<file path="src/rtl/carry_select_adder_64.sv">
// Carry-select adder: duplicated ripple blocks with per-block select mux.
// One output register stage; {c_out,out} = a + b + c_in one cycle later.
`timescale 1ns/1ps

module csa_full_adder (
    input  logic x,
    input  logic y,
    input  logic ci,
    output logic s,
    output logic co
);

    logic p;

    assign p  = x ^ y;
    assign s  = p ^ ci;
    assign co = (x & y) | (ci & p);

endmodule

module csa_ripple_block #(
    parameter int W = 8
) (
    input  logic [W-1:0] x,
    input  logic [W-1:0] y,
    input  logic         ci,
    output logic [W-1:0] s,
    output logic         co
);

    logic [W:0] c;

    assign c[0] = ci;

    for (genvar i = 0; i < W; i++) begin : g_bit
        csa_full_adder u_fa (
            .x  (x[i]),
            .y  (y[i]),
            .ci (c[i]),
            .s  (s[i]),
            .co (c[i+1])
        );
    end

    assign co = c[W];

endmodule

module csa_mux2 #(
    parameter int W = 8
) (
    input  logic         sel,
    input  logic [W-1:0] d0,
    input  logic [W-1:0] d1,
    output logic [W-1:0] y
);

    assign y = sel ? d1 : d0;

endmodule

module carry_select_adder_64 #(
    parameter int WIDTH   = 64,
    parameter int BLOCK_W = 8
) (
    input  logic             clk,
    input  logic             rst_n,
    input  logic [WIDTH-1:0] a,
    input  logic [WIDTH-1:0] b,
    input  logic             c_in,
    output logic [WIDTH-1:0] out,
    output logic             c_out
);

    localparam int NBLK = WIDTH / BLOCK_W;

    logic [WIDTH-1:0] out_d;
    logic [WIDTH-1:0] out_q;
    logic             c_out_d;
    logic             c_out_q;
    logic [NBLK:0]    blk_c;

    assign blk_c[0] = c_in;

    for (genvar k = 0; k < NBLK; k++) begin : g_blk
        localparam int LO = k * BLOCK_W;

        if (k == 0) begin : g_first
            csa_ripple_block #(.W(BLOCK_W)) u_rca (
                .x  (a[LO +: BLOCK_W]),
                .y  (b[LO +: BLOCK_W]),
                .ci (blk_c[0]),
                .s  (out_d[LO +: BLOCK_W]),
                .co (blk_c[1])
            );
        end else begin : g_sel
            logic [BLOCK_W-1:0] s0;
            logic [BLOCK_W-1:0] s1;
            logic               c0;
            logic               c1;

            csa_ripple_block #(.W(BLOCK_W)) u_rca0 (
                .x  (a[LO +: BLOCK_W]),
                .y  (b[LO +: BLOCK_W]),
                .ci (1'b0),
                .s  (s0),
                .co (c0)
            );

            csa_ripple_block #(.W(BLOCK_W)) u_rca1 (
                .x  (a[LO +: BLOCK_W]),
                .y  (b[LO +: BLOCK_W]),
                .ci (1'b1),
                .s  (s1),
                .co (c1)
            );

            // The previous block's selected carry picks both sum and carry.
            csa_mux2 #(.W(BLOCK_W)) u_smux (
                .sel (blk_c[k]),
                .d0  (s0),
                .d1  (s1),
                .y   (out_d[LO +: BLOCK_W])
            );

            csa_mux2 #(.W(1)) u_cmux (
                .sel (blk_c[k]),
                .d0  (c0),
                .d1  (c1),
                .y   (blk_c[k+1])
            );
        end
    end

    assign c_out_d = blk_c[NBLK];

    always_ff @(posedge clk or negedge rst_n) begin
        if (!rst_n) begin
            out_q   <= '0;
            c_out_q <= 1'b0;
        end else begin
            out_q   <= out_d;
            c_out_q <= c_out_d;
        end
    end

    assign out   = out_q;
    assign c_out = c_out_q;

endmodule

</file>
<file path="config.mk">
export PLATFORM = sky130hd
export DESIGN_NAME = carry_select_adder_64
export DESIGN_NICKNAME = d
export VERILOG_FILES = /design/src/rtl/carry_select_adder_64.sv
export SDC_FILE = /design/constraint.sdc
export NUM_CORES = 1
export LEC_CHECK = 0
export CAP_MARGIN = 20
export CORE_MARGIN = 3
export CORE_UTILIZATION = 41
export CTS_BUF_LIST = sky130_fd_sc_hd__clkbuf_2 sky130_fd_sc_hd__clkbuf_4 sky130_fd_sc_hd__clkbuf_8
export DETAILED_ROUTE_END_ITERATION = 8
export PLACE_DENSITY_LB_ADDON = 0.1
export SYNTH_ARGS = -nofsm -noshare
export SYNTH_HDL_FRONTEND = slang
export SYNTH_SLANG_ARGS = --single-unit
</file>
<file path="constraint.sdc">
create_clock -name clk -period 1 [get_ports clk]
set_input_delay 0.1 -clock clk [delete_from_list [all_inputs] [get_ports clk]]
set_output_delay 0.1 -clock clk [all_outputs]
set_load 0.005 [all_outputs]
</file>
==> results.toml, run 1 <==
[sta]
finalHoldViolCount = 0
rsz0062_at_grt = "true"
slew_viol_final = 0
finalSetupViolCount = 63
min_period_over_period = 21.0
fin_crit_ns = 20.95
worst_slew_pin_slew_ns = 0.339
relSlewSlack = 0.774
timing.fmax_ghz = 0.0477
finalWorstSetupSlack_ns = -19.95
fin_hold_ws_ns = 0.0785

[final_layout]
diodes = 0
finalNonFillerCells = 512
drive_gt1_frac = 0.419
area_growth_syn_to_layout_pct = 71.0
postLayoutCellArea_mm2 = 0.00548
nets = 610

[place]
gp_congestion = 0.724
dp_hpwl_mm = 6.58
portBuffers = 195
pre_cts_ws_ns = -20.64
place_inst = 490
post_dp_cell_area_mm2 = 0.00548

[logic_synthesis]
synth-simple-area-share = 0.00351
yosysSeqAreaShare = 0.507
avgSynthCellArea_um2 = 17.0
synth_top_area_frac = 0.507
synth_seq_cells = 65
synthXorXnorAreaFrac = 0.0191
netlist_area_mm2 = 0.00321
post-synth-top-count-cell = "dfrtp_1"
synth_top_area_cell = "dfrtp_1"
synth.cells.most_frequent = "dfrtp_1, fa_1, inv_1, ha_1, xor2_1"
syn-num-nets = 391
synth_fa_ha_area_frac = 0.411
synth_top_family_by_area = "adder cells"
synth-async-reset-ratio = 1.00
synth_area_leaders = "dfrtp_1, fa_1, ha_1"
synth.area.mux_share = 0.0125
synth_warnings = 0
synth_cell_types = 9
synth_compound_area_frac = 0.00468
synthCells = 189
synth_edf_count = 0
ys.flop_type = "dfrtp_1"

[die]
die_y_um = 94.4
core-area_mm2 = 0.00741
die_w_um = 94.4
io_pins = 196
rows = 31
start_util = 0.433
fp.dieArea_mm2 = 0.00892

[global_route]
antenna_found_initial = 0
grt_pass1_vias = 2536
grt_max_degree = 66
grt_pass1_wl_mm = 12.2
grt.total_usage = 0.185
grt_overflow = 0

[critical_path]
path_common_cell = "fa_2"
required_ns = 1.27
cp-end-kind = "flop"
crit_start = "a[0]"
cp.arrival_ns = 21.23
cp_slowest_cell = "fa_2"
critPathMaxFanout = 2
start_kind = "primary input"
slowest_delay_ns = 0.43
path_class = "primary input to flop"

[flow_run]
max-cap-violations = 0

[clocking]
clockBufferDepth = 2
cts_tree = "done"
path_clk_slew_ns = 0.07
cts_sinks = 65
htreeDepth = 3
clockRootBuffer = "clkbuf_8"
cts_buffers = 9

[hold_path]
worstHoldStart = "a[0]"
hold_path_class = "primary input to flop"

[route]
drtIter0Drc = 29
vias_per_cell = 4.29
drc = 0
finalWirelength_mm = 7.90
ant_nets = 0
via_count = 2194
dr.pass1.iters = 4
avgRoutedWirePerCell_um = 15.4

[pwr]
powerDensity_mw_per_mm2 = 1470
switching_share = 0.255
power_uw = 8070
ir_drop_mv = 0.943
p_clk_frac = 0.320
power.switching_uw = 2060
pwr-share-seq = 0.405
leakagePower_uw = 0.00242
p_int_uw = 6010
power_frac_comb = 0.275

[run_status]
outcome = "finished, violations left"
violations = "setup timing"
-- per-layer routing --
layer,vias up,share of wire,GRT usage
met4,0,0.019,0.0686
li1,990,-,-
met1,1073,0.32,0.192
met2,117,0.56,0.333
met3,14,0.11,0.0749
met5,-,0,0
-- logic make-up (layout without fill, tap and decap cells) --
| logic type | count (synthesis) | after routing |
|---|---|---|
| fa+ha+maj | 71 | 71 |
| flops | 65 | 65 |
| buf+inv | 36 | 260 |
| xor+xnor | 7 | 7 |
| mux | 4 | 4 |
| compound gates | 3 | 3 |
| simple gates | 3 | 3 |
-- through the flow --
| stage | TNS [ns] | utilization |
|---|---|---|
| 2_1_floorplan | -630.89 | - |
| 3_3_place_gp | -672.35 | 0.740 |
| 3_5_place_dp | -680.30 | 0.740 |
| 4_1_cts | -637.58 | 0.742 |
| 5_1_grt | -652.81 | 0.740 |
| 6_report | -635.32 | 0.740 |
-- layout by cell type (no fill, tap or decap) --
cell / instances
a21oi_2: 3
buf_12: 1
buf_2: 59
buf_4: 7
buf_6: 5
bufinv_16: 2
clkbuf_2: 9
clkbuf_4: 1
clkbuf_8: 11
clkdlybuf4s50_1: 125
clkinvlp_4: 2
dfrtp_1: 65
dlygate4sd2_1: 1
dlygate4sd3_1: 1
fa_2: 57
ha_1: 14
inv_1: 27
inv_2: 9
mux2i_1: 1
mux2i_2: 3
nor2_2: 3
xnor2_1: 1
xnor2_2: 1
xor2_1: 5
-- state kept, by name, indices dropped and copies added, names as in the netlist --
signal  count
c_out       1
out        64
-- power by group through the flow --
| stage | clock (uW) | combinational (uW) | sequential (uW) |
|---|---|---|---|
| after floorplan | 0 | 582 | 3430 |
| after global placement | 0 | 2620 | 3320 |
| after detailed placement | 0 | 2710 | 3340 |
| after CTS | 2640 | 2290 | 3270 |
| after global routing | 2770 | 2510 | 3320 |
| final | 2580 | 2220 | 3270 |
-- path summary, 6_finish.rpt --
path,end,depth (start not counted)
worst min-delay path,out[0]$_DFF_PN0_,2
max in group asynchronous,out[9]$_DFF_PN0_,3
worst max-delay path,out[63]$_DFF_PN0_,74
min in group asynchronous,out[22]$_DFF_PN0_,3
-- worst max-delay path, delay by kind of cell --
family / cells / cell delay, ns
muxes: 4 / 0.52
and+or+nand+nor: 3 / 0.34
AOI/OAI and AO/OA: 3 / 0.14
buffers and inverters: 7 / 0.45
adders and majority gates: 57 / 19.63
-- final cells by class --
class	count	area (um2)
fill	520	1930
sequential	65	1630
inverter	36	135
clock buffer	12	159
clock inverter	4	75.1
tap	99	124
multi-input combinational	88	1620
timing repair buffer	208	1740
-- repair_timing --
action / in CTS / in global routing
setup endpoints to repair: 129 / 72
hold endpoints to repair: 65 / 0
resized for setup: 268 / 18
hold buffers: 1 / 0
pin swaps: 18 / 4
gates cloned: 0 / 0
setup buffers: 4 / 1
(Power assumes the default switching activity.)
==> run 2, diff against run 1 <==
--- a/constraint.sdc
+++ b/constraint.sdc
@@ -3,2 +3,2 @@
 set_output_delay 0.1 -clock clk [all_outputs]
-set_load 0.005 [all_outputs]
+set_load 0.1 [all_outputs]
==> results.toml, run 2 (synthesized netlist as in run 1, its figures left out) <==
[die]
start_util = 0.433
die_w_um = 94.4
die_y_um = 94.4
rows = 31
fp.dieArea_mm2 = 0.00892
io_pins = 196
core-area_mm2 = 0.00741

[sta]
rsz0062_at_grt = "true"
finalWorstSetupSlack_ns = -19.98
worst_slew_pin_slew_ns = 0.343
fin_crit_ns = 20.98
tns_ns = -638.88
relSlewSlack = 0.771
finalSetupViolCount = 118
finalHoldViolCount = 0
timing.fmax_ghz = 0.0477
min_period_over_period = 21.0
slew_viol_final = 0

[global_route]
grt_max_degree = 66
grt_overflow = 0
grt_pass1_wl_mm = 14.3
grt.total_usage = 0.223
grt_pass1_vias = 2724
antenna_found_initial = 0

[flow_run]
max-cap-violations = 0

[clocking]
htreeDepth = 3
cts_buffers = 9
path_clk_slew_ns = 0.07
clockRootBuffer = "clkbuf_8"
clockBufferDepth = 2
cts_sinks = 65
cts_tree = "done"

[pwr]
leakagePower_uw = 0.00280
powerDensity_mw_per_mm2 = 2110
power_uw = 13600
ir_drop_mv = 1.03

[final_layout]
drive_gt1_frac = 0.427
diodes = 0
finalNonFillerCells = 518
multi_input_area_mm2 = 0.00164
area_growth_syn_to_layout_pct = 102
layout_common_cells = "clkdlybuf4s50_1, buf_12, dfrtp_1"
final_common_cell = "clkdlybuf4s50_1"
regArea_mm2 = 0.00163
postLayoutCellArea_mm2 = 0.00647
nFillCells = 346
nets = 617
largest_reg_flops = 64

[route]
drc = 0
vias_per_cell = 4.41
ant_nets = 0
drtIter0Drc = 48
via_count = 2283
finalWirelength_mm = 8.94
avgRoutedWirePerCell_um = 17.3
dr.pass1.iters = 4

[critical_path]
required_ns = 1.28
slowest_delay_ns = 0.39
start_kind = "primary input"
path_common_cell = "fa_2"
path_class = "primary input to flop"
cp_slowest_cell = "fa_2"
cp.arrival_ns = 21.25
cp-end-kind = "flop"
critPathMaxFanout = 2

[place]
dp_hpwl_mm = 7.42
place_inst = 490
post_dp_cell_area_mm2 = 0.00613
gp_congestion = 0.774
portBuffers = 195

[hold_path]
hold_path_class = "primary input to flop"

[run_status]
violations = "setup timing"
outcome = "finished, violations left"
[run 2: cell types whose count changed in the layout (fill, tap and decap cells not counted), sizes merged]
cell / before / now
dlymetal6s2s: 0 / 1
buf: 72 / 88
clkinvlp: 2 / 3
bufinv: 2 / 0
clkdlybuf4s50: 125 / 124
clkinv: 0 / 2
clkbuf: 21 / 10
[run 2: routing by layer]
| layer | vias to the layer above | global-route usage | wire length (um) |
|---|---|---|---|
| met1 | 1145 | 0.235 | 2680 |
| met5 | - | 0 | 0 |
| li1 | 1003 | - | - |
| met2 | 119 | 0.402 | 5110 |
| met3 | 16 | 0.0829 | 947 |
| met4 | 0 | 0.0842 | 208 |
[run 2: repair_timing]
action,CTS,global route
gates cloned,0,0
setup endpoints to repair,129,128
hold buffers,1,0
pin swaps,7,4
hold endpoints to repair,65,0
resized for setup,28,11
buffers inserted,9,4
[run 2: final timing paths]
| check | from | to | cells after the start |
|---|---|---|---|
| min in group asynchronous | rst_n | out[23]$_DFF_PN0_ | 3 |
| setup / recovery | a[0] | out[63]$_DFF_PN0_ | 74 |
| hold / removal | a[0] | out[0]$_DFF_PN0_ | 2 |
| max in group asynchronous | rst_n | out[31]$_DFF_PN0_ | 3 |
[run 2: metrics by stage]
step | setup WS (ns) | utilization | hold slack, ns
global route | -20.59 | 0.874 | 0.0403
CTS | -19.93 | 0.864 | 0.0483
detailed placement | -20.76 | 0.827 | 0.167
floorplan | -19.65 | - | -0.196
global placement | -20.48 | 0.827 | 0.141
finish | -19.98 | 0.874 | 0.0596
[run 2: cell type report]
cell class | count | share of cell area
clock buffers | 10 | 0.0213
clock inverters | 5 | 0.00503
inverters | 36 | 0.0209
multi-input cells | 88 | 0.253
flip-flops and latches | 65 | 0.251
well taps | 99 | 0.0191
repair buffers | 215 | 0.429
[run 2: worst max-delay path, delay by kind of cell]
family	cells	cell delay, ns
AND/OR/NAND/NOR	3	0.34
buffers and inverters	7	0.45
multiplexers	4	0.52
adder cells (fa/ha/maj)	57	19.69
AO/OA/AOI/OAI	3	0.13
[run 2: where the power goes]
group | switching, uW | internal, uW | leakage (uW)
registers | 452 | 3170 | 0.000757
clock network | 1000 | 943 | 0.0000802
logic | 5000 | 3070 | 0.00196
==> run 3, diff against run 2 <==
Settings changed: GPL_TIMING_DRIVEN set to 0.
==> results.toml, run 3 (synthesized netlist as in run 1, its figures left out) <==
[die]
die_w_um = 94.4
core-area_mm2 = 0.00741
die_y_um = 94.4
rows = 31
fp.dieArea_mm2 = 0.00892
io_pins = 196
start_util = 0.433

[place]
portBuffers = 195
pre_cts_ws_ns = -20.91
dp_hpwl_mm = 6.71
gp_congestion = 0.677
place_inst = 483

[route]
vias_per_cell = 4.41
finalWirelength_mm = 8.99
highest_layer = "met4"
drtIter0Drc = 39
wl_met1_mm = 2.65
via_count = 2269
drc = 0
avgRoutedWirePerCell_um = 17.5
dr.pass1.iters = 4
dr_wl_met3_um = 905
ant_nets = 0
met2WireLength_mm = 5.17

[critical_path]
path_class = "primary input to flop"
cp_slowest_cell = "fa_2"
slowest_delay_ns = 0.43
start_kind = "primary input"
critPathMaxFanout = 2
cp-end-kind = "flop"
required_ns = 1.27
path_common_cell = "fa_2"
cp.arrival_ns = 21.28
path_delay_family = "adder cells"
worst-path-buf-inv = 7

[clocking]
htreeDepth = 3
path_clk_slew_ns = 0.07
cts_sinks = 65
cts_buffers = 9
clockBufferDepth = 2
clockRootBuffer = "clkbuf_8"
cts_tree = "done"

[final_layout]
finalNonFillerCells = 514
area_growth_syn_to_layout_pct = 92.1
nets = 612
drive_gt1_frac = 0.422
largest_reg_flops = 64
layout_common_cells = "clkdlybuf4s50_1, dfrtp_1, fa_2"
diodes = 0
final_common_cell = "clkdlybuf4s50_1"
post-route-util = 0.831

[sta]
finalHoldViolCount = 0
min_period_over_period = 21.0
tns_ns = -641.79
finalSetupViolCount = 81
slew_viol_final = 0
timing.fmax_ghz = 0.0476
finalWorstSetupSlack_ns = -20.01
fin_crit_ns = 21.01
relSlewSlack = 0.612
rsz0062_at_grt = "true"
worst_slew_pin_slew_ns = 0.582

[run_status]
violations = "setup timing"
outcome = "finished, violations left"

[pwr]
leakagePower_uw = 0.00267
power_uw = 13000
powerDensity_mw_per_mm2 = 2120
ir_drop_mv = 1.08

[hold_path]
hold_path_class = "primary input to flop"

[flow_run]
max-cap-violations = 0

[global_route]
grt.total_usage = 0.200
grt_overflow = 0
grt_pass1_vias = 2663
grt_max_degree = 66
antenna_found_initial = 0
grt_pass1_wl_mm = 13.1
==> run 3: path summary, 6_finish.rpt <==
| kind | start | endpoint | slack [ns] | cells after the start |
|---|---|---|---|---|
| min in group asynchronous | rst_n | out[18]$_DFF_PN0_ | 0.32 | 2 |
| max in group asynchronous | rst_n | out[11]$_DFF_PN0_ | 0.27 | 2 |
| min | a[0] | out[0]$_DFF_PN0_ | 0.08 | 2 |
| max | a[0] | out[63]$_DFF_PN0_ | -20.01 | 74 |
==> run 3: power by group <==
part | internal, uW | switching (uW)
Clock | 967 | 967
Sequential | 3170 | 386
Combinational | 2560 | 4980
Total | 6700 | 6330
==> run 3: stage by stage <==
step	area (um2)	hold slack, ns
final	6160	0.0765
after global placement	5420	0.795
after floorplan	3340	-0.196
after detailed placement	5420	0.246
after CTS	5980	0.0624
after global routing	6160	0.0620
==> run 3: repair_timing <==
action / CTS / global route
cloned: 0 / 0
pin swaps: 14 / 4
buffers inserted: 8 / 6
gates resized for setup: 540 / 34
hold endpoints to repair: 65 / 0
hold buffers: 1 / 0
setup endpoints to repair: 129 / 193
==> run 3: routing by layer <==
metal,GRT usage,vias to the layer above
li1,-,991
met1,0.198,1128
met2,0.374,127
met3,0.0749,23
met4,0.0830,0
met5,0,-
==> run 3: layout make-up <==
| class | instances | area (um2) |
|---|---|---|
| Clock buffer | 12 | 146 |
| Clock inverter | 4 | 20.0 |
| Fill cell | 378 | 1250 |
| Inverter | 36 | 135 |
| Multi-Input combinational cell | 88 | 1620 |
| Sequential cell | 65 | 1630 |
| Tap cell | 99 | 124 |
| Timing Repair Buffer | 210 | 2490 |
